## config.mk

```make
export PLATFORM = sky130hd
export DESIGN_NAME = wb_fifo_8bit
export DESIGN_NICKNAME = d
export VERILOG_FILES = /design/src/rtl/wb_fifo_8bit_pkg.sv /design/src/rtl/wb_fifo_8bit_mem.sv /design/src/rtl/wb_fifo_8bit.sv
export SDC_FILE = /design/constraint.sdc
export NUM_CORES = 1
export LEC_CHECK = 0
export ABC_AREA = 1
export CELL_PAD_IN_SITES_DETAIL_PLACEMENT = 1
export CELL_PAD_IN_SITES_GLOBAL_PLACEMENT = 1
export CORE_MARGIN = 2
export CORE_UTILIZATION = 35
export DETAILED_ROUTE_END_ITERATION = 8
export PLACE_DENSITY = 0.83
export SYNTH_ARGS = -nofsm -noshare
export SYNTH_HDL_FRONTEND = slang
export SYNTH_SLANG_ARGS = --single-unit
export TNS_END_PERCENT = 5
```

## constraint.sdc

```tcl
create_clock -name i_clk -period 1.7 [get_ports i_clk]
set_input_delay 0.255 -clock i_clk [delete_from_list [all_inputs] [get_ports i_clk]]
set_output_delay 0.255 -clock i_clk [all_outputs]
set_load 0.01 [all_outputs]
```

## src/rtl/wb_fifo_8bit_pkg.sv

```systemverilog
// Shared definitions for the write-back FIFO: data width, default geometry,
// reset fill value and the per-cycle pointer operation encoding.
package wb_fifo_8bit_pkg;

  localparam int          WB_DATA_W     = 8;
  localparam int          WB_DEPTH      = 4;
  localparam int          WB_AW         = 2;
  localparam logic [7:0]  WB_RESET_DATA = 8'h00;

  // What the buffer does on a given edge; drives the count update.
  typedef enum logic [1:0] {
    OP_NONE = 2'b00,
    OP_POP  = 2'b01,
    OP_PUSH = 2'b10,
    OP_BOTH = 2'b11
  } fifo_op_e;

endpackage

```

## src/rtl/wb_fifo_8bit_mem.sv

```systemverilog
// Storage array for the write-back FIFO: DEPTH x DW entries, synchronous
// write, asynchronous read, asynchronous clear to the reset fill value.
module wb_fifo_mem
  import wb_fifo_8bit_pkg::*;
#(
  parameter int DEPTH = WB_DEPTH,
  parameter int AW    = WB_AW,
  parameter int DW    = WB_DATA_W
) (
  input  logic          i_clk,
  input  logic          i_reset,
  input  logic          i_we,
  input  logic [AW-1:0] i_waddr,
  input  logic [DW-1:0] i_wdata,
  input  logic [AW-1:0] i_raddr,
  output logic [DW-1:0] o_rdata
);

  logic [DW-1:0] mem_q [DEPTH];

  // Entry storage: cleared on reset so stale data never leaks out after a flush.
  always_ff @(posedge i_clk or posedge i_reset) begin
    if (i_reset) begin
      for (int i = 0; i < DEPTH; i++) begin
        mem_q[i] <= DW'(WB_RESET_DATA);
      end
    end else if (i_we) begin
      mem_q[i_waddr] <= i_wdata;
    end
  end

  assign o_rdata = mem_q[i_raddr];

endmodule

```

## src/rtl/wb_fifo_8bit.sv

```systemverilog
// Write-back buffer in front of the 8-bit data register. Accepts results
// under valid/ready and drains them in order as a data + write-enable pair.
// Optional feature macro: WB_FIFO_BYPASS_EN -- when defined, a result
// arriving at an empty, unstalled buffer goes straight to the outputs in the
// same cycle without being stored.
module wb_fifo_8bit
  import wb_fifo_8bit_pkg::*;
#(
  parameter int DEPTH = WB_DEPTH,
  parameter int AW    = WB_AW
) (
  input  logic                 i_clk,
  input  logic                 i_reset,
  input  logic [WB_DATA_W-1:0] i_data,
  input  logic                 i_valid,
  output logic                 o_ready,
  input  logic                 i_stall,
  output logic [WB_DATA_W-1:0] o_data,
  output logic                 o_we,
  output logic [AW:0]          o_count,
  output logic                 o_empty,
  output logic                 o_full
);

  logic [AW-1:0]        wrPtr_q, wrPtr_d;
  logic [AW-1:0]        rdPtr_q, rdPtr_d;
  logic [AW:0]          count_q, count_d;
  logic [WB_DATA_W-1:0] headData;
  logic                 empty;
  logic                 full;
  logic                 bypass;
  logic                 push;
  logic                 pop;
  fifo_op_e             op;

  assign empty = (count_q == '0);
  assign full  = (count_q == (AW+1)'(DEPTH));

`ifdef WB_FIFO_BYPASS_EN
  assign bypass = empty & ~i_stall & i_valid;
`else
  assign bypass = 1'b0;
`endif

  // A full buffer refuses pushes even if it drains this cycle; a bypassed
  // datum never enters storage.
  assign push = i_valid & ~full & ~bypass;
  assign pop  = ~empty & ~i_stall;
  assign op   = fifo_op_e'({push, pop});

  wb_fifo_mem #(
    .DEPTH (DEPTH),
    .AW    (AW),
    .DW    (WB_DATA_W)
  ) u_mem (
    .i_clk   (i_clk),
    .i_reset (i_reset),
    .i_we    (push),
    .i_waddr (wrPtr_q),
    .i_wdata (i_data),
    .i_raddr (rdPtr_q),
    .o_rdata (headData)
  );

  // Next-state for pointers and occupancy; pointers wrap naturally at DEPTH.
  always_comb begin
    wrPtr_d = wrPtr_q;
    rdPtr_d = rdPtr_q;
    count_d = count_q;
    if (push) begin
      wrPtr_d = wrPtr_q + AW'(1);
    end
    if (pop) begin
      rdPtr_d = rdPtr_q + AW'(1);
    end
    case (op)
      OP_PUSH: count_d = count_q + (AW+1)'(1);
      OP_POP:  count_d = count_q - (AW+1)'(1);
      default: count_d = count_q;
    endcase
  end

  // Pointer and occupancy registers; reset discards every held entry.
  always_ff @(posedge i_clk or posedge i_reset) begin
    if (i_reset) begin
      wrPtr_q <= '0;
      rdPtr_q <= '0;
      count_q <= '0;
    end else begin
      wrPtr_q <= wrPtr_d;
      rdPtr_q <= rdPtr_d;
      count_q <= count_d;
    end
  end

  // Output drive: head entry (or the bypassed input) plus the drain strobe.
  always_comb begin
    o_we   = pop | bypass;
    o_data = WB_RESET_DATA;
    if (bypass) begin
      o_data = i_data;
    end else if (!empty) begin
      o_data = headData;
    end
  end

  assign o_ready = ~full;
  assign o_count = count_q;
  assign o_empty = empty;
  assign o_full  = full;

endmodule
```

# Word-level counts from Yosys, hierarchy flattened
# Index checks and enable logic that the tools add are counted.
classes:
  magnitude_cmp: 3
  n_mux: 8
  add_sub_neg: 4
  n_reduce_logical: 3
  bitwise_logic: 7
  eq_ne: 3
op_table:
  columns: ["cell", "n"]
  rows:
  - ["32-bit bitwise mux", 1]
  - ["8-bit two-way mux", 4]
  - ["8-bit binary-select mux with 2-bit select", 1]
  - ["8-bit demux with 2-bit select", 1]
  - ["3-bit >= comparator, second input constant", 2]
  - ["2-bit NOT with 3-bit output", 2]
  - ["3-bit case mux with 2 select lines", 1]
  - ["2-bit by 1-bit adder with 2-bit output, second input constant", 2]
  - ["3-bit by 1-bit adder with 3-bit output, second input constant", 1]
  - ["3-bit equality test, second input constant", 1]
  - ["3-bit logical NOT", 1]
  - ["3-bit by 1-bit < comparator with 1-bit output, second input constant", 1]
  - ["1-bit NOT", 3]
  - ["3-bit by 1-bit subtractor with 3-bit output, second input constant", 1]
  - ["1-bit bitwise AND", 2]
  - ["2-bit by 1-bit equality test with 1-bit output, second input constant", 1]
  - ["2-bit equality test, second input constant", 1]
  - ["2-bit nonzero test", 1]
  - ["1-bit logical AND", 1]
word_totals:
  word_cells: 35
  out_inout_bits: 15
  reg_bits: 39

# Longest topological paths before layout
# Gate-level depths: netlist (run 1).
logic_depth:
  ltp_word: 6
  ltp_mapped: 12
  mapped_depth_nobuf: 12

# By module
# Synthesis (run 1) repeated with hierarchy kept, for this count alone.
unflattened:
  hier_cells: 305
  hier_area_um2: 2282.2
by_module_without_submodules:
  columns: ["mod", "seq_area_each_um2", "instances", "cells_each", "area_each_um2"]
  rows:
  - ["wb_fifo_mem", 800.8, 1, 236, 1789.2]
  - ["wb_fifo_8bit", 175.2, 1, 69, 493.0]

# Least setup slack after synthesis (run 1)
# No wires, ideal clock.
synth_path:
  path_kind: "flip-flop to flip-flop"
  from: "register count_q[0], in the netlist o_count[0]"
  to: "register count_q[2], in the netlist o_count[2]"
  stages_incl_launch_ff: 12
  synth_period_minus_slack_ns: 1.819
  required_ns: 1.583
  t_arrival_ns: 1.701
  setup_slack_ns: -0.119
  cell_sequence: "dfrtp_1 -> inv_2 -> nand3_4 -> buf_12 -> nand2_1 -> ha_1 -> inv_1 -> fa_1 -> nand2_1 -> nand3_1 -> nand2_1 -> nand2_1"
synth_via:
  elab_chain_cells: 5
  word_cells_on_any_way: 12
  cone_classes: "add/sub (2); eq/ne (3); mux (1); bitwise (4); reduce/logical (2)"
synth_lines:
  columns: ["element", "line", "rtl"]
  rows:
  - ["from (decl)", "wb_fifo_8bit.sv:27", "logic [AW:0] count_q, count_d;"]
  - ["from (signal assigned)", "wb_fifo_8bit.sv:92", "count_q <= count_d;"]
  - ["3-bit equality test / 3-bit logical NOT (equally long branches)", "wb_fifo_8bit.sv:37, wb_fifo_8bit.sv:36", null]
  - ["1-bit NOT (on tied branches)", "wb_fifo_8bit.sv:47, wb_fifo_8bit.sv:48", null]
  - ["1-bit bitwise AND (on tied branches)", "wb_fifo_8bit.sv:47, wb_fifo_8bit.sv:48", null]
  - ["2-bit by 1-bit equality test with 1-bit output / 2-bit equality test (equally long branches)", "wb_fifo_8bit.sv:76", "case (op)"]
  - ["3-bit case mux with 2 select lines / 2-bit nonzero test (equally long branches)", null, null]
# Parallel ways exist; a longest one is shown, timed or not.
# A chain may end at the register's enable or synchronous reset.

# Worst setup path in the final report (run 1)
layout_path:
  from: "register rdPtr_q[0]"
  to: "output o_data[5]"
layout_via:
  elab_chain_cells: 5
layout_lines:
  columns: ["element", "line", "rtl"]
  rows:
  - ["from (decl)", "wb_fifo_8bit.sv:26", "logic [AW-1:0] rdPtr_q, rdPtr_d;"]
  - ["from (signal assigned)", "wb_fifo_8bit.sv:91", "rdPtr_q <= rdPtr_d;"]
  - ["2-bit NOT with 3-bit output (implied by the code)", "wb_fifo_8bit_mem.sv:32", "assign o_rdata = mem_q[i_raddr];"]
  - ["8-bit binary-select mux with 2-bit select", "wb_fifo_8bit_mem.sv:32", null]
  - ["8-bit two-way mux (implied by the code) (2 in a row)", "wb_fifo_8bit_mem.sv:32", null]
  - ["8-bit two-way mux", "wb_fifo_8bit.sv:102", "end else if (!empty) begin"]
  - ["to (decl)", "wb_fifo_8bit.sv:18", "output logic [WB_DATA_W-1:0] o_data,"]
# No other way between the ends. The select of a mux whose other input is x is not followed.

==> flow_summary.yaml, run 1 <==
synthesis:
  yosys_warnings: 0
  netlist_area_sq_mm: 0.00222
  ys_seq_area_frac: 0.439
  synth.distinct_cells: 19
  avgSynthCellArea_sq_um: 7.69
  syn_inst: 289
  syn_nets: 307
  synth_seq_cells: 39
cells_and_area:
  layout_common_cells: "nand2_1, inv_1, dfrtp_1"
  diodes: 0
  drive_above_1_share: 0.207
  utilization: 0.448
  layout_commonest_cell: "nand2_1"
  nets: 350
  fillerInstances: 786
  synthToLayoutAreaGrowth_pct: 25.8
route:
  firstDrtPassIters: 4
  wl_microns: 6310
  drc: 0
  viasPerCell: 5.11
  dr_total_vias: 2097
  antenna_left: 0
  avgRoutedWirePerCell_microns: 15.4
  drt_iter0_drc: 88
global_route:
  grt_pass1_wl_microns: 10600
  grt-ovfl-total: 0
  grt_pass1_vias: 2191
  antenna_found_initial: 0
  grt_use_total: 0.192
  grt_start_max_net_pins: 40
critical_path:
  path_max_fanout: 14
  start_kind: "register"
  critPathSlowestCell: "dfrtp_2"
  cp.required_ns: 1.44
  worstSetupPathType: "reg2out"
  path_cells: "buf_8, nand2_1, nand3_1, a21oi_2, clkdlybuf4s15_2"
  endpoint_kind: "primary output"
  arrival_ns: 1.42
  max_stage_delay_ns: 0.45
sta:
  worst_slew_pin_slew_ns: 0.397
  timing.final.crit_share: 0.984
  slew_headroom: 0.736
  skew_ns: 0.00970
  fmax_mhz: 598
  rsz0062_at_grt: "true"
  setup-violations-final: 0
  finalSetupTns_ns: 0
  slew_viol_final: 0
  hold_viol: 0
  period_needed_ns: 1.67
flow_run:
  max_cap_viol_count: 0
clock_network:
  cts_buffers: 5
  cts_tree: "built"
  cts-root-buf: "clkbuf_8"
  hold_buffers: 0
  cts_buffer_depth: 2
  clk-insertion-delay-late_ns: 0.29
  htree_levels: 2
  clkSlewWorstSetupHoldPaths_ns: 0.08
  clock_sinks: 39
floorplan:
  start_util: 0.356
  die_w_microns: 83.7
  die-area_sq_mm: 0.00700
  die_h_microns: 83.7
  rows: 29
  core_area_sq_mm: 0.00624
  num_io_pins: 27
placed_design:
  place_congestion: 0.759
  port_buffers: 26
  hpwl_microns: 4420
pwr:
  ir_drop_mv: 0.889
  power.leakage_nw: 1.49
  power.density_mw_per_mm2: 1940
status:
  status: "finished, final reports clean"
hold_path:
  min_path_type: "in2async"
state kept, by name (all words and copies together), names as in the netlist:
signal       count
o_count          3
rdPtr_q          2
u_mem.mem_q     32
wrPtr_q          2
cell usage after synthesis (all sizes together):
cell / count / area share
inv: 47 / 0.079
nand3: 26 / 0.069
nand2: 110 / 0.19
ha: 5 / 0.028
a21oi: 8 / 0.018
dfrtp: 39 / 0.44
fa: 1 / 0.0090
buf: 16 / 0.065
o21ai: 2 / 0.0045
nand4: 33 / 0.093
xnor2: 2 / 0.0079
timing repair:
item	in CTS	in global routing
resized for setup	43	13
buffers inserted	5	0
pin swaps	0	1
setup endpoints to repair	26	30
kinds of logic (layout without fill, tap and decap cells):
group	after synthesis	in the layout	synth area share
compound gates	10	10	0.0225
simple gates	169	169	0.349
buf+inv	63	107	0.145
xor+xnor	2	2	0.00788
fa+ha+maj	6	6	0.0372
flops	39	39	0.439
critical path: cells and delay by family, from the launching register on:
family                 cells  cell delay, ns
AO/OA/AOI/OAI              1            0.14
buffers and inverters      2            0.38
AND/OR/NAND/NOR            2            0.15
flip-flops                 1            0.45
area by class of cell:
type	instances	area, sq um	share of cell area
inverters	47	181	0.0649
well taps	77	96.3	0.0345
flip-flops and latches	39	978	0.350
multi-input cells	187	1010	0.361
clock buffers	7	76.3	0.0273
repair buffers	52	448	0.160
clock inverters	1	5.00	0.00179
path summary, 6_finish.rpt:
| kind | start | end | slack, ns | depth (start not counted) |
|---|---|---|---|---|
| max in group asynchronous | i_reset | rdPtr_q[0] | 1.17 | 3 |
| worst max register to register | o_count[1] | o_count[2] | 0.09 | 10 |
| min in group i_clk | u_mem.mem_q[15] | u_mem.mem_q[15] | 0.47 | 2 |
| worst min-delay path | i_reset | u_mem.mem_q[13] | 0.32 | 3 |
| worst min register to register | u_mem.mem_q[15] | u_mem.mem_q[15] | 0.47 | 2 |
| worst max-delay path | rdPtr_q[0] | o_data[5] | 0.03 | 5 |
stage by stage:
stage / std cells / power [mW] / instance area, sq um / hold slack, ns / setup WS (ns)
global route: 410 / 5.93 / 2800 / 0.350 / -0.0494
global placement: 397 / 4.56 / 2640 / 0.453 / -0.126
finish: 410 / 5.43 / 2800 / 0.315 / 0.0268
detailed placement: 397 / 4.72 / 2640 / 0.459 / -0.194
floorplan: 289 / 3.55 / 2250 / 0.404 / -0.00142
CTS: 410 / 5.37 / 2750 / 0.326 / -0.0532
where the power goes:
| part | total [mW] | internal (mW) | switching [mW] | leakage, nW |
|---|---|---|---|---|
| Clock | 0.618 | 0.288 | 0.330 | 0.0422 |
| Combinational | 3.17 | 1.32 | 1.85 | 0.962 |
| Sequential | 1.64 | 1.37 | 0.273 | 0.484 |
per-layer routing:
layer	share of wire	vias to the layer above	wire length, microns	track usage
met1	0.43	1045	2730	0.242
met4	0.017	0	110	0.0587
met2	0.52	40	3270	0.336
li1	-	1002	-	-
met3	0.032	10	200	0.0317
met5	0	-	0	0
Power figures use the tool's default switching activity.
==> inputs of run 2 (changes only) <==
--- a/config.mk
+++ b/config.mk
@@ -6,6 +6,7 @@
 export NUM_CORES = 1
 export LEC_CHECK = 0
 export ABC_AREA = 1
+export CAP_MARGIN = 25
 export CELL_PAD_IN_SITES_DETAIL_PLACEMENT = 1
 export CELL_PAD_IN_SITES_GLOBAL_PLACEMENT = 1
 export CORE_MARGIN = 2
==> results of run 2 <==
Same layout as run 1: the final DEF is identical, and so are final timing and power.
==> inputs of run 3 (changes only) <==
--- a/config.mk
+++ b/config.mk
@@ -13,6 +13,7 @@
 export CORE_UTILIZATION = 35
 export DETAILED_ROUTE_END_ITERATION = 8
 export PLACE_DENSITY = 0.83
+export SETUP_SLACK_MARGIN = 0.05
 export SYNTH_ARGS = -nofsm -noshare
 export SYNTH_HDL_FRONTEND = slang
 export SYNTH_SLANG_ARGS = --single-unit
==> run 3 against run 2 <==
Sequential share of layout area shrank 0.076 points; worst setup slack lost 0.011 ns; clock skew shrank 0.0077 ns; sequential cell count is the same; critical path depth is the same.
==> flow_summary.yaml, run 3 (same netlist as run 1, synthesis figures left out) <==
sta:
  fin_ws_ns: 0.0160
  setup-violations-final: 0
  fmax_mhz: 594
  slew_headroom: 0.732
  skew_ns: 0.00203
  rsz0062_at_grt: "true"
  period_needed_ns: 1.68
  finalSetupTns_ns: 0
  timing.hold.ws_ns: 0.319
  slew_viol_final: 0
  timing.final.crit_share: 0.991
  worst_slew_pin_slew_ns: 0.402
  hold_viol: 0
critical_path:
  arrival_ns: 1.43
  reg2reg_to: "o_count[2]"
  start_kind: "register"
  r2r-start: "o_count[1]"
  endpoint_kind: "primary output"
  path_max_fanout: 4
  reg2reg_slack_ns: 0.08
  cp.required_ns: 1.44
  worstSetupPathType: "reg2out"
  reg2reg_depth: 10
global_route:
  antenna_found_initial: 0
  grt_pass1_wl_microns: 10600
  grt_pass1_vias: 2153
  grt_use_total: 0.192
  grt-ovfl-total: 0
  grt_start_max_net_pins: 40
route:
  drc: 0
  wl_microns: 6520
  firstDrtPassIters: 4
  viasPerCell: 5.09
  drt_iter0_drc: 115
  dr_total_vias: 2078
  avgRoutedWirePerCell_microns: 16.0
  antenna_left: 0
floorplan:
  start_util: 0.356
  num_io_pins: 27
  die_w_microns: 83.7
  rows: 29
  core_area_sq_mm: 0.00624
  die-area_sq_mm: 0.00700
  die_h_microns: 83.7
pwr:
  ir_drop_mv: 0.856
  power.density_mw_per_mm2: 1960
  power.leakage_nw: 1.49
  total_power_mw: 5.49
cells_and_area:
  drive_above_1_share: 0.211
  diodes: 0
  layout_commonest_cell: "nand2_1"
  largest_register_ffs: 32
  layout_common_cells: "nand2_1, inv_1, dfrtp_1"
  nets: 349
  synthToLayoutAreaGrowth_pct: 25.9
  fillerInstances: 786
  largest_register: "u_mem.mem_q"
clock_network:
  clkSlewWorstSetupHoldPaths_ns: 0.08
  cts_buffers: 5
  clock_sinks: 39
  cts-root-buf: "clkbuf_8"
  htree_levels: 2
  cts_buffer_depth: 2
  clk-insertion-delay-late_ns: 0.29
  hold_buffers: 0
  cts_tree: "built"
status:
  status: "finished, final reports clean"
placed_design:
  pre_cts_ws_ns: -0.202
  port_buffers: 26
  place_congestion: 0.759
  hpwl_microns: 4460
flow_run:
  max_cap_viol_count: 0
hold_path:
  min_path_type: "in2async"
==> run 3: through the flow <==
| stage | cells | util | cell area, sq um |
|---|---|---|---|
| 3_5_place_dp | 397 | 0.422 | 2640 |
| 6_report | 408 | 0.448 | 2800 |
| 5_1_grt | 408 | 0.448 | 2800 |
| 3_3_place_gp | 397 | 0.422 | 2640 |
| 4_1_cts | 408 | 0.441 | 2750 |
| 2_1_floorplan | 289 | - | 2250 |
==> run 3: layer usage <==
metal,vias to the layer above,GRT usage,share of wire
met5,-,0,0
met4,0,0.0572,0.015
met3,8,0.0366,0.041
met2,47,0.325,0.52
met1,1023,0.250,0.43
li1,1000,-,-
==> run 3: repair_timing <==
item                                    CTS  global route
resized for setup                        44            15
endpoints found under the setup margin   29            43
buffers inserted                          4             0
pin swaps                                 1             8
==> run 3: final cells by class <==
| type | instances | area [sq um] | share of cell area |
|---|---|---|---|
| clock buffer | 6 | 82.6 | 0.0295 |
| clock inverter | 1 | 5.00 | 0.00179 |
| inverter | 47 | 181 | 0.0648 |
| multi-input combinational | 187 | 1020 | 0.365 |
| sequential | 39 | 977 | 0.349 |
| tap | 77 | 96.3 | 0.0344 |
| timing repair buffer | 51 | 434 | 0.155 |
==> run 3: how the worst max path moves through the flow <==
stage	slack, ns	from	endpoint	depth (start not counted)
2_1_floorplan	-0.001	o_count[0]	o_count[2]	11
3_3_place_gp	-0.13	i_valid	u_mem.mem_q[0]	5
3_5_place_dp	-0.20	i_valid	u_mem.mem_q[2]	5
4_1_cts	-0.02	o_count[1]	o_data[4]	6
5_1_grt	-0.04	rdPtr_q[0]	o_data[7]	5
6_report	0.02	rdPtr_q[0]	o_data[7]	5
==> run 3: report_power, final <==
part	internal (mW)	leakage [nW]	total [mW]	switching, mW
clock	0.319	0.0470	0.650	0.331
combinational	1.31	0.961	3.19	1.89
sequential	1.37	0.485	1.64	0.277
total	2.99	1.49	5.49	2.50
==> run 3: critical path, cell delays in order (launching register included) <==
cell	delay, ns
dfrtp_1	0.43
buf_4	0.18
nand2_1	0.08
nand3_2	0.10
a21oi_2	0.19
buf_2	0.16
